===== src/rtl/fifo_wr_arbiter_if.sv =====
// Write-side bundle between the producer blocks, the round-robin arbiter and the
// FIFO write port.
interface fifo_wr_arbiter_if #(
    parameter int N_REQ  = 4,
    parameter int DATA_W = 4
);
    localparam int OWN_W = $clog2(N_REQ);

    logic [N_REQ-1:0]        Req;
    logic [N_REQ*DATA_W-1:0] Req_data;
    logic                    Wr_Full;
    logic [N_REQ-1:0]        Gnt;
    logic [N_REQ-1:0]        Ack;
    logic                    Wr_en;
    logic [DATA_W-1:0]       Data_in;
    logic [OWN_W-1:0]        Owner;
    logic                    Busy;

    // Arbiter side: consumes requests and the full flag, drives grants and the FIFO write port.
    modport master (
        input  Req, Req_data, Wr_Full,
        output Gnt, Ack, Wr_en, Data_in, Owner, Busy
    );

    // Requester / FIFO side.
    modport slave (
        output Req, Req_data, Wr_Full,
        input  Gnt, Ack, Wr_en, Data_in, Owner, Busy
    );
endinterface


===== src/rtl/fifo_wr_arbiter.sv =====
// Round-robin write-port arbiter: grants one requester at a time for a burst of at
// most MAX_BURST beats, stalls on Wr_Full without releasing, and rotates priority
// so the previous owner becomes lowest priority.
module fifo_wr_arbiter #(
    parameter int N_REQ     = 4,
    parameter int DATA_W    = 4,
    parameter int MAX_BURST = 4
) (
    input logic               Wr_clk,
    input logic               reset,
    fifo_wr_arbiter_if.master bus
);
    localparam int         OWN_W     = $clog2(N_REQ);
    localparam logic [3:0] LAST_BEAT = 4'(MAX_BURST - 1);

    typedef enum logic {
        IDLE,
        BURST
    } state_t;

    state_t            state_q, state_d;
    logic [N_REQ-1:0]  gnt_q, gnt_d;
    logic [OWN_W-1:0]  owner_q, owner_d;
    logic [OWN_W-1:0]  rr_ptr_q, rr_ptr_d;
    logic [3:0]        beat_cnt_q, beat_cnt_d;

    logic              any_req;
    logic              hi_found;
    logic [OWN_W-1:0]  hi_pick;
    logic [OWN_W-1:0]  lo_pick;
    logic [OWN_W-1:0]  pick;
    logic              owner_req;
    logic [DATA_W-1:0] owner_data;
    logic              busy;
    logic              wr_en;
    logic              release_now;

    // Round-robin pick: lowest requester at or above rr_ptr, else lowest overall (wrap).
    // NOTE: every signal written here gets a default first, so no path leaves it unassigned and no latch is inferred.
    always_comb begin
        any_req  = |bus.Req;
        hi_found = 1'b0;
        hi_pick  = '0;
        lo_pick  = '0;
        for (int i = N_REQ - 1; i >= 0; i--) begin
            if (bus.Req[i]) begin
                lo_pick = OWN_W'(i);
                if (i >= int'(rr_ptr_q)) begin
                    hi_found = 1'b1;
                    hi_pick  = OWN_W'(i);
                end
            end
        end
        pick = hi_found ? hi_pick : lo_pick;
    end

    // Select the current owner's request bit and beat.
    always_comb begin
        owner_req  = 1'b0;
        owner_data = '0;
        for (int i = 0; i < N_REQ; i++) begin
            if (owner_q == OWN_W'(i)) begin
                owner_req  = bus.Req[i];
                owner_data = bus.Req_data[i*DATA_W +: DATA_W];
            end
        end
    end

    // Write strobe and release condition; a full FIFO stalls but never releases.
    always_comb begin
        busy        = (state_q == BURST);
        wr_en       = busy && owner_req && !bus.Wr_Full;
        release_now = busy && ((wr_en && (beat_cnt_q == LAST_BEAT)) || !owner_req);
    end

    // Next-state logic for the IDLE/BURST controller and its bookkeeping registers.
    always_comb begin
        state_d    = state_q;
        gnt_d      = gnt_q;
        owner_d    = owner_q;
        rr_ptr_d   = rr_ptr_q;
        beat_cnt_d = beat_cnt_q;
        case (state_q)
            IDLE: begin
                if (any_req) begin
                    state_d     = BURST;
                    gnt_d       = '0;
                    gnt_d[pick] = 1'b1;
                    owner_d     = pick;
                    beat_cnt_d  = '0;
                end
            end
            BURST: begin
                if (wr_en) begin
                    beat_cnt_d = beat_cnt_q + 4'd1;
                end
                if (release_now) begin
                    state_d    = IDLE;
                    gnt_d      = '0;
                    beat_cnt_d = '0;
                    rr_ptr_d   = (owner_q == OWN_W'(N_REQ - 1)) ? '0 : owner_q + 1'b1;
                end
            end
            default: state_d = IDLE;
        endcase
    end

    // State registers; reset clears everything so requester 0 has first priority.
    // NOTE: non-blocking assignments here so every register samples pre-edge values, independent of statement order.
    always_ff @(posedge Wr_clk or posedge reset) begin
        if (reset) begin
            state_q    <= IDLE;
            gnt_q      <= '0;
            owner_q    <= '0;
            rr_ptr_q   <= '0;
            beat_cnt_q <= '0;
        end else begin
            state_q    <= state_d;
            gnt_q      <= gnt_d;
            owner_q    <= owner_d;
            rr_ptr_q   <= rr_ptr_d;
            beat_cnt_q <= beat_cnt_d;
        end
    end

    assign bus.Gnt     = gnt_q;
    assign bus.Ack     = gnt_q & {N_REQ{wr_en}};
    assign bus.Wr_en   = wr_en;
    assign bus.Data_in = busy ? owner_data : '0;
    assign bus.Owner   = owner_q;
    assign bus.Busy    = busy;
endmodule


===== src/flat_wrapper.sv =====
// flat-port wrapper written by rule: the top's interface ports become plain ports
module fifo_wr_arbiter_flat 
#(
    parameter int N_REQ     = 4,
    parameter int DATA_W    = 4,
    parameter int MAX_BURST = 4
)
  (Wr_clk, reset, bus_Req, bus_Req_data, bus_Wr_Full, bus_Gnt, bus_Ack, bus_Wr_en, bus_Data_in, bus_Owner, bus_Busy);
  fifo_wr_arbiter_if #(.N_REQ(N_REQ), .DATA_W(DATA_W)) bus_i ();
  input logic Wr_clk;
  input logic reset;
  input wire logic [$bits(bus_i.Req)-1:0] bus_Req;
  input wire logic [$bits(bus_i.Req_data)-1:0] bus_Req_data;
  input wire logic [$bits(bus_i.Wr_Full)-1:0] bus_Wr_Full;
  output wire logic [$bits(bus_i.Gnt)-1:0] bus_Gnt;
  output wire logic [$bits(bus_i.Ack)-1:0] bus_Ack;
  output wire logic [$bits(bus_i.Wr_en)-1:0] bus_Wr_en;
  output wire logic [$bits(bus_i.Data_in)-1:0] bus_Data_in;
  output wire logic [$bits(bus_i.Owner)-1:0] bus_Owner;
  output wire logic [$bits(bus_i.Busy)-1:0] bus_Busy;
  assign bus_i.Req = bus_Req;
  assign bus_i.Req_data = bus_Req_data;
  assign bus_i.Wr_Full = bus_Wr_Full;
  assign bus_Gnt = bus_i.Gnt;
  assign bus_Ack = bus_i.Ack;
  assign bus_Wr_en = bus_i.Wr_en;
  assign bus_Data_in = bus_i.Data_in;
  assign bus_Owner = bus_i.Owner;
  assign bus_Busy = bus_i.Busy;
  fifo_wr_arbiter #(.N_REQ(N_REQ), .DATA_W(DATA_W), .MAX_BURST(MAX_BURST)) u_core (.Wr_clk(Wr_clk), .reset(reset), .bus(bus_i));
endmodule

===== config.mk =====
export PLATFORM = sky130hd
export DESIGN_NAME = fifo_wr_arbiter_flat
export DESIGN_NICKNAME = d
export VERILOG_FILES = /design/src/rtl/fifo_wr_arbiter_if.sv /design/src/rtl/fifo_wr_arbiter.sv /design/src/flat_wrapper.sv
export SDC_FILE = /design/constraint.sdc
export NUM_CORES = 1
export LEC_CHECK = 0
export BUFFER_PORTS_ARGS = -buffer_cell sky130_fd_sc_hd__buf_2
export CORE_MARGIN = 2
export CORE_UTILIZATION = 43
export DETAILED_ROUTE_END_ITERATION = 10
export PLACE_DENSITY = 0.81
export SYNTH_ARGS = -nofsm -noshare
export SYNTH_HDL_FRONTEND = slang
export SYNTH_SLANG_ARGS = --single-unit
export TNS_END_PERCENT = 50

===== constraint.sdc =====
create_clock -name Wr_clk -period 1.7 [get_ports Wr_clk]
set_input_delay 0.34 -clock Wr_clk [delete_from_list [all_inputs] [get_ports Wr_clk]]
set_output_delay 0.34 -clock Wr_clk [all_outputs]
set_load 0.02 [all_outputs]

* Yosys cells after proc, flatten, opt, wreduce, memory -nomap -nowiden *
Index checks and enable logic that the tools add are counted.

storage, ports and cells
  register bits = 13
  input bits = 23
  output and inout bits = 16
  logic and storage cells = 75

cells by class
  $add $sub $neg = 2
  $lt $le $gt $ge = 5
  equal/unequal tests = 7
  muxes and demuxes = 40
  bitwise operators = 2
  reduce and logical (&&, ||, !) cells = 14

operator list
  cell                                                               number
  two-way mux 4 bit                                                  10
  two-way mux 2 bit                                                  12
  one-hot mux 4 bit (2 select lines)                                 2
  two-way mux 1 bit                                                  14
  AND reduction 2 bit                                                4
  logical AND 1 bit                                                  5
  adder 4 x 1 -> 4 bit, second input constant                        1
  bitwise AND 4 bit                                                  1
  == test 2 bit, second input constant                               2
  == test 4 x 2 -> 1 bit, second input constant                      1
  greater-or-equal comparator 1 x 2 -> 1 bit, first input constant   2
  OR reduction 4 bit                                                 1
  < comparator 2 x 3 -> 1 bit, second input constant                 1
  != test 3 bit, second input constant                               1
  adder 2 x 1 -> 2 bit, second input constant                        1
  demux 1 bit (select 2 bit)                                         1
  == test 2 x 1 -> 1 bit, second input constant                      1
  greater-or-equal comparator 2 x 1 -> 1 bit, second input constant  1
  greater-or-equal comparator 2 bit, first input constant            1
  logical NOT 1 bit                                                  2
  logical NOT 2 bit                                                  1
  != test 2 x 1 -> 1 bit, second input constant                      1
  != test 2 bit, second input constant                               1
  one-hot mux 1 bit (2 select lines)                                 1
  other kinds (2)                                                    2

* Depth between registers and ports, before layout *
  depth after elaboration = 14
  gate-level depth with buffers = 7
  mapped depth without buffers = 6

* Worst setup path after synthesis *
OpenSTA, ideal clock, no wires.

  path kind = flip-flop to output port
  start = reg u_core.owner_q[0] (netlist: u_core.bus.Owner[0])
  end = out bus_Ack[0]
  data arrival time = 2033 ps
  required time = 1360 ps
  slack = -673 ps
  stages on the path, launching flop included = 7
  path buffers = 1
  cells stage by stage = dfrtp_1 > inv_1 > ha_1 > buf_6 > nor3b_1 > a211o_1 > nor4_1

on the way
  word-level cells in the longest chain between the ends = 8
  elaborated cells between the ends (all ways) = 11

ends and longest elaborated chain
  item                              line                    source
  start, declared                   fifo_wr_arbiter.sv:23   logic [OWN_W-1:0] owner_q, owner_d;
  start signal, assigned            fifo_wr_arbiter.sv:120  owner_q <= owner_d;
  logical NOT 2 bit                 fifo_wr_arbiter.sv:62   if (owner_q == OWN_W'(i)) begin
  two-way mux 1 bit (3 in a row)    fifo_wr_arbiter.sv:62
  two-way mux 1 bit *               fifo_wr_arbiter.sv:62
  logical AND 1 bit * (2 in a row)  fifo_wr_arbiter.sv:72   wr_en = busy && owner_req && !bus.Wr_Full;
  bitwise AND 4 bit *               fifo_wr_arbiter.sv:127  assign bus.Ack = gnt_q & {N_REQ{wr_en}};
  end, declared                     flat_wrapper.sv:16      output wire logic [$bits(bus_i.Ack)-1:0] bus_Ack;

Every way passes the cells marked *; elsewhere a longest branch is shown, timed or not.

* Final worst setup path *
Ends and elaborated chain as after synthesis.

==> summary.md <==
| Metric | Value |
|---|---|
| Outcome | `finished with violations` |
| Violated checks | `setup timing` |
| RePlAce Congestion | `~0.84` |
| Number of buffer cells added on primary ports | `38` |
| Final routed DRC violation total | `0` |
| Cell with the most instances after synthesis | `inv_1` |
| Die extent in x | `51.2 um` |
| Multi-input logic area | `about 770 sq um` |
| Sum of routed wire length over all layers | `roughly 3600 um` |
| CTS Buffer Depth | `2` |
| Arrival time worst endpoint | `2.02 ns` |
| Antenna cells | `0` |
| Top cells by count, synth | `14 x inv_1, 13 x dfrtp_1, 8 x nand2_1` |
| Core Box Area | `2170 sq um` |
| Kind of launch point of the worst setup path | `register` |
| Overflow left after global routing | `0` |
| Later-pin clock latency in the skew report | `0.31 ns` |
| Count of final max-slew check failures | `0` |
| Remaining antenna violation count | `0` |
| Flop-to-flop setup slack | `-0.54 ns` |
| Proportion of netlist area held by the largest area contributor | `roughly a third` |
| Wire length of the first global-routing pass | `between 4000 and 5000 um` |
| Number of endpoints with negative hold slack in the final report | `0` |
| Area fraction in compound gates after synthesis | `roughly a quarter` |
| Number of top-level design ports | `39` |
| Total power per unit cell area | `2040 nW/um^2` |
| Root buffer selected by CTS | `clkbuf_4` |
| Syn_area_per_cell | `~9.0 sq um` |
| Clk sinks | `13` |
| Peak clock frequency supported by timing | `424 MHz` |
| Ratio of cells with drive above 1 in the final layout | `58.0%` |
| Count of nets after finishing | `~210` |
| Sequential share of power | `between 10% and 20%` |
| Gate count of the mapped netlist | `107` |
| Routed WL per cell | `approximately 17 um` |
| Area enclosed by the die boundary | `roughly 2600 sq um` |
| Layout filler cell count | `130` |
| Cell internal pwr | `about 1900 uW` |
| Number of DRC violations after detailed-routing iteration 0 | `52` |
| Sequential standard cell area | `328 sq um` |
| Sequential cell area fraction in the yosys report | `between 30% and 40%` |
| Tightest hold margin | `about 0.045 ns` |
| Combinational group share of total power | `77.4%` |
| Largest family of logic cells by synthesized area | `compound AO/OA/AOI/OAI gates` |
| Actual transition at the worst max-transition pin | `about 0.53 ns` |
| Total GRT Usage | `25.2%` |
| Antenna violations before repair | `0` |
| Number of search-and-repair iterations in the first detailed-routing pass | `4` |
| Synth async-reset ratio | `100%` |
| Total half-perimeter wirelength after legalization and detailed placement | `approximately 2100 um` |
| Switching power | `~1600 uW` |
| Combined area of all synthesized cells | `between 900 and 1000 sq um` |
| Max_cap viols | `0` |
| Fin crit share | `139%` |
| Peak supply drop | `about 1200 uV` |
| Proportion of total power due to net switching | `a little under half` |
| Multiplexer area fraction after synthesis | `under 10%` |
| Final critical delay including setup and external delays | `roughly 2.4 ns` |
| Total CTS buffers | `3` |
| Clock skew after layout | `between 0.015 and 0.02 ns` |
| Chip height | `~50 um` |
| Flip-flop and latch count after synthesis | `13` |
| Reported leakage power | `between 0.0007 and 0.0008 uW` |
| Largest net degree at the start of global routing | `14` |
| Critical path endpoint category | `output port` |
| Area share of xor/xnor cells in the synthesized design | `less than 1%` |
| Non-filler cells, final | `roughly 200` |
| Reg clk slew, reported paths | `0.11 ns` |
| Power share of the clock group | `6.5%` |
| Unique masters post-synth | `37` |
| Initial core utilization | `roughly 44%` |
| Count of final setup violators | `20` |
| Layout-stage area growth over the synthesis result | `76.1%` |
| Post-synth EDFFs | `0` |
| Kind of critical path | `register to output port` |
| Synth top area cells | `dfrtp_1 34%, ha_1 6.5%, inv_1 5.5%` |
| Count of standard-cell rows | `17` |
| Normalized max-slew margin | `between 60 and 70%` |
| Class of the tightest hold or removal check | `input pin to asynchronous set/reset pin` |
| Dominant register cell in the synthesized netlist | `dfrtp_1` |
| Post-synth net total | `between 100 and 150` |
| Utilization after layout | `~80%` |
| Via-per-instance ratio | `around 5.7` |
| Worst-path fanout max | `5` |
| Number of global-route vias before repair | `1,113` |
| Fraction of the mapped netlist area in adder cells | `under 10%` |
| Yosys top cell by area | `dfrtp_1` |
| Vias after detailed routing | `about 1,200` |
| Clock tree from TritonCTS | `yes` |
| Worst setup slack after layout | `-0.658 ns` |
| Instance count after placement with tap cells included | `around 190` |
| Level count of the clock H-tree | `1` |
| Worst endpoint required time | `around 1.4 ns` |
| Area fraction in and, or, nand and nor cells after synthesis | `between 10% and 20%` |
| Synthesis warning total | `0` |
| Unrepaired setup endpoints after global routing | `yes` |
-- what timing repair did --
action                     4_1_cts  5_1_grt
buffers inserted                 7        2
resized for setup               21       20
hold buffers                     0        0
pin swaps                        6       11
setup endpoints to repair       19       20
hold endpoints to repair         0        0
-- per-stage QoR --
stage | area [sq um] | setup TNS, ns | total power, uW | setup WS [ns]
after floorplan | 1100 | -2.06 | 1820 | -0.356
after global placement | 1450 | -3.33 | 2460 | -0.300
after detailed placement | 1450 | -4.30 | 2520 | -0.342
after CTS | 1600 | -8.49 | 3030 | -0.596
after global routing | 1690 | -11.42 | 3620 | -0.701
final | 1690 | -10.07 | 3450 | -0.658
-- placed cells by master, fill, tap and decap left out, types with 2 or more instances in the layout --
master / count
o21ai_0: 2
buf_4: 26
clkbuf_4: 3
inv_1: 12
inv_4: 2
nor2_1: 5
a21oi_1: 3
nand2_1: 8
o21ai_1: 5
buf_2: 29
dfrtp_2: 2
a22o_1: 4
ha_4: 3
a31oi_1: 2
a211oi_2: 2
o2bb2ai_1: 3
a22oi_2: 4
buf_6: 12
dfrtp_1: 11
nor4_4: 4
and2_1: 3
-- cell families (layout without fill, tap and decap cells) --
family / after synthesis / after routing
and+or+nand+nor: 33 / 33
xor gates and xnor gates: 1 / 1
DFF: 13 / 13
adders and majority gates: 5 / 5
muxes: 4 / 4
buffers and inverters: 16 / 85
AOI/OAI and AO/OA: 35 / 35
-- worst max-delay path: stages (launching register included) --
cell	delay (ns)
dfrtp_2	0.47
ha_2	0.24
nor2b_1	0.18
a211o_4	0.36
buf_4	0.15
nor4_4	0.12
buf_4	0.18
-- final timing paths --
path / start / end / cells after the start
setup / recovery: u_core.bus.Owner[0] / bus_Ack[0] / 6
hold / removal: reset / u_core.bus.Owner[0] / 2
setup reg to reg: u_core.bus.Owner[0] / u_core.bus.Gnt[0] / 11
hold reg to reg: u_core.beat_cnt_q[1] / u_core.beat_cnt_q[1] / 2
max in group asynchronous: reset / u_core.bus.Owner[1] / 2
min in group Wr_clk: bus_Wr_Full / u_core.beat_cnt_q[2] / 4
-- state kept, by name, indices dropped and copies added (netlist names) --
signal / flops
u_core.bus.Gnt: 4
u_core.rr_ptr_q: 2
u_core.beat_cnt_q: 4
u_core.bus.Busy: 1
u_core.bus.Owner: 2
-- cell type report --
cell class	instances	area share (%)
multi-input combinational	78	45.4
timing repair buffer	67	28.1
sequential	13	19.4
inverter	14	3.40
tap	28	2.07
clock buffer	4	1.55
-- layer usage --
metal  track usage (%)  part of all wire [%]  vias up
li1                  -                     -      536
met1              27.1                    38      554
met4              14.9                   4.5        0
met2              45.2                    53       48
met5                 0                     0        -
met3              5.26                   3.7       17
-- power by group through the flow --
stage	registers (uW)	logic (uW)	clock network, uW
floorplan	651	1170	0
global placement	534	1930	0
detailed placement	543	1980	0
CTS	537	2290	205
global route	573	2820	230
finish	555	2670	226
No activity file was read; power rests on OpenSTA's default activity.
